File: src/rtl/timer_bank_if.sv
// timer_bank_if -- configuration bus for timer_bank.
//   cfg_write    single-cycle strobe that loads the addressed channel
//   cfg_channel  channel index; indices >= channels are dropped
//   cfg_period   new period P (0 halts the channel)
//   cfg_toggle   new output mode: 0 = pulse, 1 = toggle
//   cfg_oneshot  new run mode: 0 = periodic, 1 = one-shot
// The master modport drives the bus and the slave modport (timer_bank) receives it.
interface timer_bank_if #(
  parameter int width = 16
);
  logic             cfg_write;
  logic [3:0]       cfg_channel;
  logic [width-1:0] cfg_period;
  logic             cfg_toggle;
  logic             cfg_oneshot;

  modport master (output cfg_write, cfg_channel, cfg_period, cfg_toggle, cfg_oneshot);
  modport slave  (input  cfg_write, cfg_channel, cfg_period, cfg_toggle, cfg_oneshot);
endinterface

File: src/rtl/timer_bank.sv
// timer_bank -- bank of independent period counters with pulse/toggle output
// and periodic/one-shot run modes.
//   clock   sole clock, rising edge
//   reset   asynchronous, active-high; restores parameter defaults
//   enable  per-channel count enable
//   cfg     configuration bus (timer_bank_if.slave)
//   out     registered per-channel event output
//   done    registered per-channel one-shot-complete flag

// One channel: period, mode pair, counter, armed flag, out/done registers.
module timer_bank_chan #(
  parameter int width   = 16,
  parameter int count   = 1,
  parameter int toggle  = 0,
  parameter int oneshot = 0
) (
  input  logic             clock,
  input  logic             reset,
  input  logic             en,
  input  logic             wr,
  input  logic [width-1:0] wr_period,
  input  logic             wr_toggle,
  input  logic             wr_oneshot,
  output logic             out,
  output logic             done
);
  logic [width-1:0] p_q, p_d, c_q, c_d;
  logic tog_q, tog_d, os_q, os_d, armed_q, armed_d, out_q, out_d, done_q, done_d;

  always_comb begin
    p_d     = p_q;
    c_d     = c_q;
    tog_d   = tog_q;
    os_d    = os_q;
    armed_d = armed_q;
    done_d  = done_q;
    // Pulse mode holds out high for one cycle only; toggle mode holds its level.
    out_d   = tog_q ? out_q : 1'b0;
    if (wr) begin
      // A write outranks a same-edge enable, so no terminal event is possible here.
      p_d     = wr_period;
      tog_d   = wr_toggle;
      os_d    = wr_oneshot;
      c_d     = '0;
      armed_d = 1'b1;
      done_d  = 1'b0;
      out_d   = wr_toggle ? out_q : 1'b0;
    end else if (en && armed_q && (p_q != '0)) begin
      if (c_q == p_q - 1'b1) begin
        c_d   = '0;
        out_d = tog_q ? ~out_q : 1'b1;
        if (os_q) begin
          armed_d = 1'b0;
          done_d  = 1'b1;
        end
      end else begin
        c_d = c_q + 1'b1;
      end
    end
  end

  always_ff @(posedge clock or posedge reset) begin
    if (reset) begin
      p_q     <= width'(count);
      c_q     <= '0;
      tog_q   <= (toggle != 0);
      os_q    <= (oneshot != 0);
      armed_q <= 1'b1;
      out_q   <= 1'b0;
      done_q  <= 1'b0;
    end else begin
      p_q     <= p_d;
      c_q     <= c_d;
      tog_q   <= tog_d;
      os_q    <= os_d;
      armed_q <= armed_d;
      out_q   <= out_d;
      done_q  <= done_d;
    end
  end

  assign out  = out_q;
  assign done = done_q;
endmodule

module timer_bank #(
  parameter int channels = 4,
  parameter int width    = 16,
  parameter int count    = 1,
  parameter int toggle   = 0,
  parameter int oneshot  = 0
) (
  input  logic                clock,
  input  logic                reset,
  input  logic [channels-1:0] enable,
  timer_bank_if.slave         cfg,
  output logic [channels-1:0] out,
  output logic [channels-1:0] done
);
  for (genvar i = 0; i < channels; i++) begin : g_chan
    // Full 4-bit compare: indices at or above channels never alias a channel.
    logic wr;
    assign wr = cfg.cfg_write && (cfg.cfg_channel == 4'(i));

    timer_bank_chan #(
      .width(width), .count(count), .toggle(toggle), .oneshot(oneshot)
    ) u_chan (
      .clock      (clock),
      .reset      (reset),
      .en         (enable[i]),
      .wr         (wr),
      .wr_period  (cfg.cfg_period),
      .wr_toggle  (cfg.cfg_toggle),
      .wr_oneshot (cfg.cfg_oneshot),
      .out        (out[i]),
      .done       (done[i])
    );
  end
endmodule

File: src/flat_wrapper.sv
// flat-port wrapper written by rule: the top's interface ports become plain ports
module timer_bank_flat 
#(
  parameter int channels = 4,
  parameter int width    = 16,
  parameter int count    = 1,
  parameter int toggle   = 0,
  parameter int oneshot  = 0
)
  (clock, reset, enable, out, done, cfg_cfg_write, cfg_cfg_channel, cfg_cfg_period, cfg_cfg_toggle, cfg_cfg_oneshot);
  timer_bank_if #(.width(width)) cfg_i ();
  input  logic clock;
  input  logic reset;
  input  logic [channels-1:0] enable;
  output logic [channels-1:0] out;
  output logic [channels-1:0] done;
  input wire logic [$bits(cfg_i.cfg_write)-1:0] cfg_cfg_write;
  input wire logic [$bits(cfg_i.cfg_channel)-1:0] cfg_cfg_channel;
  input wire logic [$bits(cfg_i.cfg_period)-1:0] cfg_cfg_period;
  input wire logic [$bits(cfg_i.cfg_toggle)-1:0] cfg_cfg_toggle;
  input wire logic [$bits(cfg_i.cfg_oneshot)-1:0] cfg_cfg_oneshot;
  assign cfg_i.cfg_write = cfg_cfg_write;
  assign cfg_i.cfg_channel = cfg_cfg_channel;
  assign cfg_i.cfg_period = cfg_cfg_period;
  assign cfg_i.cfg_toggle = cfg_cfg_toggle;
  assign cfg_i.cfg_oneshot = cfg_cfg_oneshot;
  timer_bank #(.channels(channels), .width(width), .count(count), .toggle(toggle), .oneshot(oneshot)) u_core (.clock(clock), .reset(reset), .enable(enable), .cfg(cfg_i), .out(out), .done(done));
endmodule
File: config.mk
export PLATFORM = sky130hd
export DESIGN_NAME = timer_bank_flat
export DESIGN_NICKNAME = d
export VERILOG_FILES = /design/src/rtl/timer_bank_if.sv /design/src/rtl/timer_bank.sv /design/src/flat_wrapper.sv
export SDC_FILE = /design/constraint.sdc
export NUM_CORES = 1
export LEC_CHECK = 0
export ABC_AREA = 1
export CAP_MARGIN = 20
export CORE_MARGIN = 8
export CORE_UTILIZATION = 55
export DETAILED_ROUTE_END_ITERATION = 6
export MAX_ROUTING_LAYER = met4
export PLACE_DENSITY = 0.8
export REMOVE_ABC_BUFFERS = 1
export SLEW_MARGIN = 20
export SYNTH_ARGS = -nofsm -noshare
export SYNTH_HDL_FRONTEND = slang
export SYNTH_SLANG_ARGS = --single-unit
export TNS_END_PERCENT = 20
File: constraint.sdc
create_clock -name clock -period 8.7 [get_ports clock]
set_input_delay 0.87 -clock clock [delete_from_list [all_inputs] [get_ports clock]]
set_output_delay 0.87 -clock clock [all_outputs]
set_load 0.02 [all_outputs]
After elaboration in Yosys (flattened, before gate mapping)
Cells that the tools add are included.

Add/subtract/negate cells: 8. Equal/unequal tests: 11. Muxes and demuxes: 65. Bitwise logic cells: 4. Reduce and logical (&&, ||, !) cells: 33.

Operators by type and width (count): $mux 16 (12); $add 16x1->16 const B (4); $eq 16x16->1 (4); $reduce_bool 16->1 (4); $sub 16x1->16 const B (4); $mux 1 (53); $reduce_bool 2->1 (12); $logic_and 1x1->1 (12); $reduce_and 3->1 (4); $eq 4x2->1 const B (2); $ne 2x2->1 const B (4); $eq 4x1->1 const B (1); $logic_not 4->1 (1); $not 1->1 (4).

Register bits: 148. Output and inout bits: 8. Logic and storage cells: 149.

Logic depth before layout (Yosys ltp)
Depth in word-level cells: 5. Mapped depth: 16. Gate-level depth less buffers: 16.

Cells and area by module
From an unflattened synthesis, not the netlist that was laid out.

Cells, all modules: 1496. Area, all modules: 10467.5 µm².

By module, submodules not included: timer_bank_chan at u_core.g_chan[0].u_chan ... (instances 3, cells each 369, area an instance 2549.9 µm², sequential area each 928.4 µm²); timer_bank_chan at u_core.g_chan[3].u_chan (instances 1, cells each 378, area an instance 2773.9 µm², sequential area each 928.4 µm²); timer_bank (instances 1, cells each 11, area an instance 43.8 µm², sequential area each 0.0 µm²).

Worst setup path after synthesis
Ideal clock, no wire load.

Kind: input-to-reg. Start: input cfg_cfg_channel[3]. End: register u_core.g_chan[2].u_chan.c_q[12]. Setup time: 119 ps. Data arrival time: 1955 ps. Required time: 8581 ps. Setup slack: 6626 ps. Stages: 11. Path through: nor2_1 -> nand2_1 -> nor2_1 -> inv_1 -> nand2_2 -> nand2_1 -> inv_1 -> nand2_1 -> nor2_1 -> xnor2_1 -> nor2_1.

Cells in the longest elaborated chain, start to end: 3.

RTL lines: start, declared (RTL line flat_wrapper.sv:18) `input wire logic [$bits(cfg_i.cfg_channel)-1:0] cfg_cfg_channel;`; $eq 4x2->1 * (RTL line timer_bank.sv:103) `assign wr = cfg.cfg_write && (cfg.cfg_channel == 4'(i));`; $logic_and 1x1->1 * (RTL line timer_bank.sv:103); $mux 16 or $reduce_bool 2->1 (tied branches); end signal, assigned (RTL line timer_bank.sv:65) `c_q <= '0;`; end signal, assigned (RTL line timer_bank.sv:73) `c_q <= c_d;`; end, declared (RTL line timer_bank.sv:27) `logic [width-1:0] p_q, p_d, c_q, c_d;`.

Every way passes the cells marked *; elsewhere a longest branch is shown, timed or not. A chain may end at the register's enable or synchronous reset.

Worst setup path in the final report
Start: register u_core.g_chan[0].u_chan.p_q[0]. End: register u_core.g_chan[0].u_chan.c_q[10].

Cells in the longest elaborated chain, start to end: 5.

RTL lines: start, declared (RTL line timer_bank.sv:27); start signal, assigned (RTL line timer_bank.sv:64) `p_q <= width'(count);`; start signal, assigned (RTL line timer_bank.sv:72) `p_q <= p_d;`; $sub 16x1->16 (RTL line timer_bank.sv:49) `if (c_q == p_q - 1'b1) begin`; $eq 16x16->1 (RTL line timer_bank.sv:49); $mux 16 (RTL line timer_bank.sv:49); $mux 16 (RTL line timer_bank.sv:48) `end else if (en && armed_q && (p_q != '0)) begin`; $mux 16 (RTL line timer_bank.sv:39) `if (wr) begin`; end signal, assigned (RTL line timer_bank.sv:65); end signal, assigned (RTL line timer_bank.sv:73); end, declared (RTL line timer_bank.sv:27).

Several ways; a longest one is shown, not always the timed one. The select of a mux whose other input is x is not followed.

==> results.ini <==
[job]
drv_cap = 0

[critical_path]
crit_start = u_core.g_chan[0].u_chan.p_q[0]
critPathLaunchType = flip-flop
max_stage_delay_ns = 0.69
crit_path_max_fanout = 15
regToRegStartpoint = u_core.g_chan[0].u_chan.p_q[0]
worstPathArrival_ns = 3.28
endpoint = u_core.g_chan[0].u_chan.c_q[10]
critical-path-slowest-cell = or2_1
worst_setup_path_end_kind = flip-flop
critPathRequiredTime_ns = 9.00
cp.depth = 11
r2r_cells = 11
r2r-end = u_core.g_chan[0].u_chan.c_q[10]
crit_type = reg2reg
path_common_cell = inv_2
reg2reg_slack_ns = 5.72
critical_path_buf_inv_count = 3
crit_chain = inv_2 -> ha_1 -> nand2_4 -> inv_2 -> nand2_2 -> nor2_4 -> a31oi_2 -> or2_1 -> inv_2 -> nand2_1 -> o21ai_0
crit_family = simple AND/OR/NAND/NOR gates

[routing]
drc = 0
wl_um = 26490
dr_total_vias = 9705
dr.pass1.iters = 5
vias_per_cell = 5.356
ant_nets = 0
drt_iter0_drc = 837
wl_per_cell_um = 14.62

[power]
comb_power_share_pct = 34.4
p_per_area_nw_per_um2 = 236.7
clkPwrFrac_pct = 28.8
cellLeakagePower_nw = 5.897
netSwitchingFraction_pct = 39.74
power_switching_w = 0.001092
power.internal_w = 0.001656
peakVddDrop_v = 0.0001494
power.share.sequential_pct = 36.8

[global_route]
grt_pass1_wl_um = 44840
grt_start_max_net_pins = 77
antenna_found_initial = 0
use_met3_pct = 5.071
grtUsageTotal_pct = 23.52
grt_pass1_vias = 9254
top_usage_layer = met2
grt_util_met1_pct = 29.84
grt_overflow_total = 0
met2_usage_pct = 36.58

[layout]
fin_cells = 1812
nNetsFinal = 1602
fillers = 1644
antennaDiodeCount = 0
area_growth_pct = 10.39
drive_gt1_share_pct = 9.062

[logic_synthesis]
synth_area_um2 = 10520
synth_cells = 1542
ys_top_cells_by_area = dfrtp_1, nand2_1, inv_1, nand3_1, nor2_1
synthArstFlopShare_pct = 100.0
synth_cell_types = 47
synth_edf_count = 0
ys_ff_latch = 148
synth_flop_cell = dfrtp_1
synth_commonest_cells = nand2_1, inv_1, nor2_1
avgSynthCellArea_um2 = 6.819
yosysMostFrequentCell = nand2_1
yosysWarningCount = 0
synth_top_area_cell = dfrtp_1
synth_top_area_share_pct = 33.32
yosysSeqAreaShare_pct = 35.32

[clock_tree]
hold_buffers = 0
numCtsBuffers = 17
clock-root-buffer = clkbuf_16
post_cts_buffers = 0
cts_buffer_depth = 2
clk_pin_slew_ns = 0.06
tritoncts = yes
ctsResizeCount = 0
cts_htree_levels = 4
clkLatencyLatePin_ns = 0.42
clock-sinks = 148

[floorplan]
row_count = 50
dieArea_um2 = 23800
die_x_um = 154.3
die_h_um = 154.3
start_util_pct = 56.21
ios = 37
coreArea_um2 = 18710

[placed_design]
placed_cells = 1780
gp_congestion = 0.9343
io_buffers = 36
dpl.hpwl_um = 19710

[timing]
drv_slew = 0
slew_headroom_pct = 35.23
finalSetupTns_ns = 0
hold_viol = 0
tightest_slew_ns = 0.9705
fin_crit_sh_pct = 34.31
rsz0062_at_grt = no
setup_viol_count_final = 0
period_needed_ns = 2.985
fmax_ghz = 0.3350
clock_skew_ns = 0.008190

[status]
outcome = complete, no violations

[hold_path]
min_path_type = reg2reg

[worst register-to-register path, delay by kind of cell, from the launching register on]
| family | cells | cell delay (ns) |
|---|---|---|
| AO/OA/AOI/OAI | 2 | 0.64 |
| AND/OR/NAND/NOR | 5 | 1.11 |
| flip-flops | 1 | 0.55 |
| buffers and inverters | 3 | 0.33 |
| adder cells (fa/ha/maj) | 1 | 0.25 |
[logic make-up (layout without fill, tap and decap cells)]
| logic type | Yosys count | in the layout | share of synthesized area, % |
|---|---|---|---|
| simple gates | 979 | 979 | 42.44 |
| fa+ha+maj | 8 | 8 | 0.9520 |
| flops | 148 | 148 | 35.32 |
| compound gates | 100 | 100 | 5.533 |
| xor+xnor | 81 | 81 | 6.747 |
| buf+inv | 226 | 262 | 9.008 |
[state kept, by name, indices dropped and copies added, names as in the netlist]
register	flops
u_core.g_chan.u_chan.out	4
u_core.g_chan.u_chan.p_q	64
u_core.g_chan.u_chan.c_q	64
u_core.g_chan.u_chan.os_q	4
u_core.g_chan.u_chan.done	4
u_core.g_chan.u_chan.tog_q	4
u_core.g_chan.u_chan.armed_q	4
[cell usage in the layout, fill, tap and decap left out, types with 4 or more instances in the layout]
cell type	Yosys	final
nand2_1	547	547
inv_1	174	173
nor2_1	151	150
dfrtp_1	140	140
nand3_1	117	117
o21ai_0	72	72
xor2_1	60	60
nand4_1	43	43
clkdlybuf4s50_1	0	36
xnor2_1	21	21
nand3b_1	21	21
nor3_1	19	19
clkbuf_16	0	17
nor2_2	13	14
inv_2	13	13
nor2_4	13	13
nand2_2	11	11
nand3_2	10	10
a21oi_1	9	9
nor3_2	8	8
ha_1	8	8
dfstp_2	8	8
o21ai_2	7	7
nor4_1	6	6
nand2_4	5	5
buf_4	9	5
or2_2	4	4
bufinv_16	0	4
clkinv_2	0	4
[layer usage]
layer  vias up  routed length [um]
met5         -                   0
met4         0                 785
met3        58                1500
met2       280               11940
met1      4455               12260
li1       4912                   -
[cell type report]
cell class,instances,area [um^2],area share (%)
Timing Repair Buffer,41,397.9,3.428
Multi-Input combinational cell,1168,5857,50.46
Tap cell,234,292.8,2.522
Sequential cell,148,3714,31.99
Clock inverter,13,181.4,1.563
Inverter,189,721.9,6.220
Clock buffer,19,442.9,3.816
[power groups by stage]
| stage | clock network (W) | registers, W | logic, W |
|---|---|---|---|
| 2_1_floorplan | 0 | 0.000969 | 0.000738 |
| 3_3_place_gp | 0 | 0.00101 | 0.000906 |
| 3_5_place_dp | 0 | 0.00101 | 0.000934 |
| 4_1_cts | 0.000798 | 0.00101 | 0.000942 |
| 5_1_grt | 0.000824 | 0.00103 | 0.00108 |
| 6_report | 0.000791 | 0.00101 | 0.000946 |
[stage by stage]
stage | hold WS [ns] | setup slack [ns] | cell area, um^2 | util (%) | power (W)
global placement | 0.4522 | 5.578 | 10980 | 58.72 | 0.001920
global route | 0.4925 | 5.478 | 11610 | 62.05 | 0.002936
floorplan | 0.4417 | 3.864 | 10280 | - | 0.001707
detailed placement | 0.4602 | 5.510 | 10980 | 58.72 | 0.001948
CTS | 0.4706 | 5.720 | 11610 | 62.05 | 0.002747
finish | 0.4643 | 5.715 | 11610 | 62.05 | 0.002748
[worst min path at each step]
stage,startpoint,endpoint,cells past startpoint
after floorplan,u_core.g_chan[0].u_chan.tog_q,u_core.g_chan[0].u_chan.tog_q,2
after global placement,u_core.g_chan[1].u_chan.armed_q,u_core.g_chan[1].u_chan.armed_q,2
after detailed placement,u_core.g_chan[3].u_chan.armed_q,u_core.g_chan[3].u_chan.armed_q,2
after CTS,u_core.g_chan[3].u_chan.armed_q,u_core.g_chan[3].u_chan.armed_q,2
after global routing,u_core.g_chan[2].u_chan.armed_q,u_core.g_chan[2].u_chan.armed_q,2
final,u_core.g_chan[3].u_chan.armed_q,u_core.g_chan[3].u_chan.armed_q,2
(Power assumes the default switching activity.)
